[src/rtl/if_fetch_unit.sv]
// IF stage: holds the PC, issues in-order imem requests, queues {pc,instr} for IF/ID (head visible the cycle after imem_rsp_valid).
// Requests stop while outstanding + dropping + queued reaches FIFO_DEPTH; stall_d holds the head and all outputs.
module if_fetch_unit #(
  parameter logic [31:0] RESET_PC   = 32'h0000_0000,
  parameter logic [31:0] INSTR_NOP  = 32'h0000_0013,
  parameter int unsigned FIFO_DEPTH = 2
) (
  input  logic        clk,
  input  logic        rst,
  output logic        imem_req_valid,
  input  logic        imem_req_ready,
  output logic [31:0] imem_req_addr,
  input  logic        imem_rsp_valid,
  input  logic [31:0] imem_rsp_data,
  input  logic        redirect_valid,
  input  logic [31:0] redirect_pc,
  input  logic        stall_d,
  output logic        fetch_valid,
  output logic [31:0] instr_f,
  output logic [31:0] pc_f,
  output logic [31:0] pc_plus4_f
);
  localparam int AW = $clog2(FIFO_DEPTH);
  localparam int CW = AW + 1;
  localparam logic [CW:0] DEPTH_C = FIFO_DEPTH[CW:0];

  typedef struct packed {
    logic [31:0] pc;
    logic [31:0] instr;
  } fetch_ent_t;

  logic [31:0]   pc;
  logic [CW-1:0] outstanding;
  logic [CW-1:0] drop;
  logic [CW-1:0] dq_cnt;
  logic [AW-1:0] aq_wr, aq_rd, dq_wr, dq_rd;
  logic [31:0]   aq_mem [FIFO_DEPTH];
  fetch_ent_t    dq_mem [FIFO_DEPTH];
  logic [CW:0]   inflight;
  logic          hs, rsp_take, rsp_drop, consume;
  fetch_ent_t    head;

  // Address queue depth always equals outstanding, so outstanding doubles as its count.
  assign inflight       = {1'b0, outstanding} + {1'b0, drop} + {1'b0, dq_cnt};
  assign imem_req_valid = !rst && !redirect_valid && (inflight < DEPTH_C);
  assign imem_req_addr  = pc;
  assign hs             = imem_req_valid && imem_req_ready;
  assign rsp_take       = imem_rsp_valid && (drop == '0);
  assign rsp_drop       = imem_rsp_valid && (drop != '0);

  assign head        = dq_mem[dq_rd];
  assign fetch_valid = !rst && (dq_cnt != '0);
  assign consume     = fetch_valid && !stall_d;
  assign instr_f     = fetch_valid ? head.instr : INSTR_NOP;
  assign pc_f        = fetch_valid ? head.pc : '0;
  assign pc_plus4_f  = fetch_valid ? head.pc + 32'd4 : '0;

  always_ff @(posedge clk) begin
    if (hs) aq_mem[aq_wr] <= pc;
    if (rsp_take && !redirect_valid && !rst) dq_mem[dq_wr] <= {aq_mem[aq_rd], imem_rsp_data};
  end

  always_ff @(posedge clk) begin
    if (rst) begin
      pc          <= RESET_PC;
      outstanding <= '0;
      drop        <= '0;
      dq_cnt      <= '0;
      aq_wr       <= '0;
      aq_rd       <= '0;
      dq_wr       <= '0;
      dq_rd       <= '0;
    end else if (redirect_valid) begin
      // Every in-flight word is now stale; a response landing this cycle is one of them.
      pc          <= redirect_pc & ~32'd3;
      drop        <= drop + outstanding - CW'(imem_rsp_valid);
      outstanding <= '0;
      dq_cnt      <= '0;
      aq_wr       <= '0;
      aq_rd       <= '0;
      dq_wr       <= '0;
      dq_rd       <= '0;
    end else begin
      if (hs) pc <= pc + 32'd4;
      outstanding <= outstanding + CW'(hs) - CW'(rsp_take);
      drop        <= drop - CW'(rsp_drop);
      dq_cnt      <= dq_cnt + CW'(rsp_take) - CW'(consume);
      aq_wr       <= aq_wr + AW'(hs);
      aq_rd       <= aq_rd + AW'(rsp_take);
      dq_wr       <= dq_wr + AW'(rsp_take);
      dq_rd       <= dq_rd + AW'(consume);
    end
  end

  a_rsp_owner: assert property (@(posedge clk) disable iff (rst)
    imem_rsp_valid |-> (outstanding != '0 || drop != '0));
  a_cnt_bound: assert property (@(posedge clk) disable iff (rst)
    ({1'b0, outstanding} <= DEPTH_C) && ({1'b0, drop} <= DEPTH_C) && ({1'b0, dq_cnt} <= DEPTH_C));
endmodule

[config.mk]
export PLATFORM = sky130hd
export DESIGN_NAME = if_fetch_unit
export DESIGN_NICKNAME = d
export VERILOG_FILES = /design/src/rtl/if_fetch_unit.sv
export SDC_FILE = /design/constraint.sdc
export NUM_CORES = 1
export LEC_CHECK = 0
export CELL_PAD_IN_SITES_DETAIL_PLACEMENT = 0
export CELL_PAD_IN_SITES_GLOBAL_PLACEMENT = 2
export CORE_AREA = 2 2 139 209
export CTS_CLUSTER_DIAMETER = 40
export DETAILED_ROUTE_END_ITERATION = 10
export DIE_AREA = 0 0 141 211
export PLACE_DENSITY = 0.95
export SYNTH_ARGS = -nofsm -noshare
export SYNTH_HDL_FRONTEND = slang
export SYNTH_SLANG_ARGS = --single-unit
[constraint.sdc]
create_clock -name clk -period 12.1 [get_ports clk]
set_input_delay 2.42 -clock clk [delete_from_list [all_inputs] [get_ports clk]]
set_output_delay 2.42 -clock clk [all_outputs]
set_load 0.01 [all_outputs]
==> reports/metrics.cfg <==
[die]
core_sq_mm=0.02787
std_cell_rows=75
dieArea_sq_mm=0.02975
io_pins=200
die_w_um=141
die-height_um=211
start_util_pct=36.55

[routing]
dr.pass1.iters=5
wl_per_cell_um=16.80
route.met2.wl_um=12130
routed-via-count=6925
ant_nets=0
highest_layer=met4
viasPerCell=5.047
wl_um=23050
drc=0
wl_met1_um=9391
drtIter0Drc=369
met3WireLength_um=1016

[placement]
gp_congestion=0.7734
placedInstanceArea_sq_mm=0.01242
portBuffers=191
hpwl_um=16110
pre_cts_ws_ns=3.736

[cells_and_area]
fin_area_sq_mm=0.01336
multi_input_area_sq_mm=0.003570
seq_area_sq_mm=0.006330
fill_cells=2462
finalNetCount=1091
area_growth_pct=31.18
num_antenna_cells=0
drive_gt1_share_pct=10.14

[power_and_ir_drop]
p_per_area_mw_per_mm2=141.6
total_power_mw=1.893
ir_drop_uv=91.70
power_leakage_nw=4.378

[worst_hold_path]
min_to=aq_mem[1][23]
worst_hold_path_type=reg -> reg
min_from=imem_req_addr[23]
min_delay_path_depth=0

[setup_path]
path_cells=clkdlybuf4s50_1 > buf_4 > or2_2 > buf_4 > inv_1 > and2_1 > mux2_1 > clkdlybuf4s50_1
worstPathMaxFanout=69
slowest_stage=inv_1
ff2ff_path_depth=9
rr_endpoint=aq_mem[1][31]
r2r_slack_ns=8.87
worst_setup_path_end_kind=output port
critPathLaunchType=primary input
reg2reg_from=drop[1]
path_class=in -> out
cp_slowest_stage_delay_ns=0.62
cp.required_ns=9.68
worstPathArrival_ns=5.87

[timing]
hold_viol=0
worst_pin_slew_ns=0.8946
fin_ws_ns=3.810
min_period_ns=8.290
fmax_ghz=0.1206
relSlewSlack_pct=40.36
clock_skew_ns=0.01864
maxSlewViolCount=0
setup_viol=0
rsz0062_at_grt=false
tns_ns=0
fin_crit_sh_pct=68.52

[logic_synthesis]
synth_edf_count=184
synthTopCellsByCount=edfxtp_1, nor2_1, nand2_1, mux2i_1, dfxtp_1
synth_area_sq_mm=0.01019
avgSynthCellArea_sq_um=12.44
ys_types=63
synth.largest_area_cell=edfxtp_1
yosysMostFrequentCell=edfxtp_1
async_reset_ff_share_pct=0
synth_ff_type=edfxtp_1
synth_warnings=0
postSynthCellCount=819
ys_seq_area_share_pct=62.10
post-synth-top-area-fraction_pct=54.24
synth-seq-cells=224
yosys-top-cells-area=edfxtp_1, dfxtp_1, mux2i_1

[grt]
grt_pass1_wl_um=36050
grt_max_degree=70
first_global_vias=6747
grt_util_all_layers_pct=15.17
antenna_found_initial=0
grt_remaining_overflow=0

[clock_network]
cts-resized-gates=0
clk_pin_slew_ns=0.06
cts_sinks=224
h-tree-depth=1
clockRootBuffer=clkbuf_16
cts_buffers=26
cts_tree=built
ctsHoldBuffers=0
cts_setup_buffers=0
clkLatencyLatePin_ns=0.53
cts_buffer_depth=3

[flow_run]
cap_viol_max_count=0

[run_status]
outcome=finished clean

-- cell type report --
type,instances,share of cell area (%)
well taps,346,3.239
clock buffers,29,5.112
inverters,20,0.5617
clock inverters,19,1.919
multi-input cells,529,26.71
repair buffers,205,15.09
flip-flops and latches,224,47.36
-- stage by stage --
| step | cells | utilization [%] | hold WS [ns] |
|---|---|---|---|
| final | 1372 | 47.95 | 0.5569 |
| after floorplan | 824 | - | 0.4992 |
| after global routing | 1372 | 47.95 | 0.5701 |
| after detailed placement | 1324 | 44.58 | 0.5467 |
| after CTS | 1372 | 47.95 | 0.5602 |
| after global placement | 1324 | 44.58 | 0.5399 |
-- sequential cells by signal (all words and copies together) (netlist names) --
signal,count
dq_wr,1
imem_req_addr,30
drop,2
aq_wr,1
aq_mem,60
dq_mem,124
dq_cnt,2
outstanding,2
aq_rd,1
dq_rd,1
-- layer usage --
metal,global-route usage (%),vias up
met3,2.426,37
li1,-,3433
met1,17.43,3295
met4,5.138,0
met5,0,-
met2,28.44,160
-- critical path: cells and delay by family --
kind	cells	cell delay [ns]
simple gates	2	0.51
mux	1	0.29
buf+inv	5	2.59
-- worst max-delay path by stage --
stage	startpoint	endpoint	slack, ns	depth (start not counted)
after floorplan	rst	dq_mem[0][0]	4.28	4
after global placement	rst	pc_plus4_f[22]	3.76	8
after detailed placement	rst	pc_plus4_f[22]	3.74	8
after CTS	rst	pc_plus4_f[22]	3.72	8
after global routing	rst	pc_plus4_f[22]	3.54	8
final	rst	pc_plus4_f[22]	3.81	8
-- report_power, final --
group	switching (mW)	leakage (nW)	internal, mW
Sequential	0.0243	2.01	0.865
Clock	0.321	0.453	0.504
Combinational	0.0884	1.92	0.0904
Total	0.433	4.38	1.46
-- cells by family (layout without fill, tap and decap cells) --
kind of cell	after synthesis	count (layout)	synth area share [%]
AOI/OAI and AO/OA	104	104	6.927
xor gates and xnor gates	33	33	2.837
adders and majority gates	15	15	1.916
buffers and inverters	71	273	3.107
DFF	224	224	62.10
muxes	94	94	9.691
other	1	6	0.03681
and+or+nand+nor	277	277	13.39
-- placed cells by master, fill, tap and decap left out, types with 3 or more instances in the layout --
cell	n
or2_2	3
clkdlybuf4s50_1	191
nor4_1	12
ha_1	14
and3_1	9
mux2i_1	57
or4_1	6
a211oi_1	6
o31ai_1	7
a21o_1	3
clkbuf_16	27
conb_1	6
nand3b_1	3
nor3_1	10
clkinv_4	3
o21ai_1	8
or3_1	6
inv_1	19
nand2_1	58
dfxtp_1	39
mux2_1	3
o211ai_1	6
nor2_1	101
buf_4	14
bufinv_16	4
xnor2_1	23
a221oi_1	3
a31oi_1	15
edfxtp_1	184
nand3_1	20
o21ai_0	10
mux2_2	34
xor2_1	10
and2_1	14
a21oi_1	21
nand4b_1	4
nand4_1	19
inv_6	3
o22ai_1	4
No activity file was read; power rests on OpenSTA's default activity.
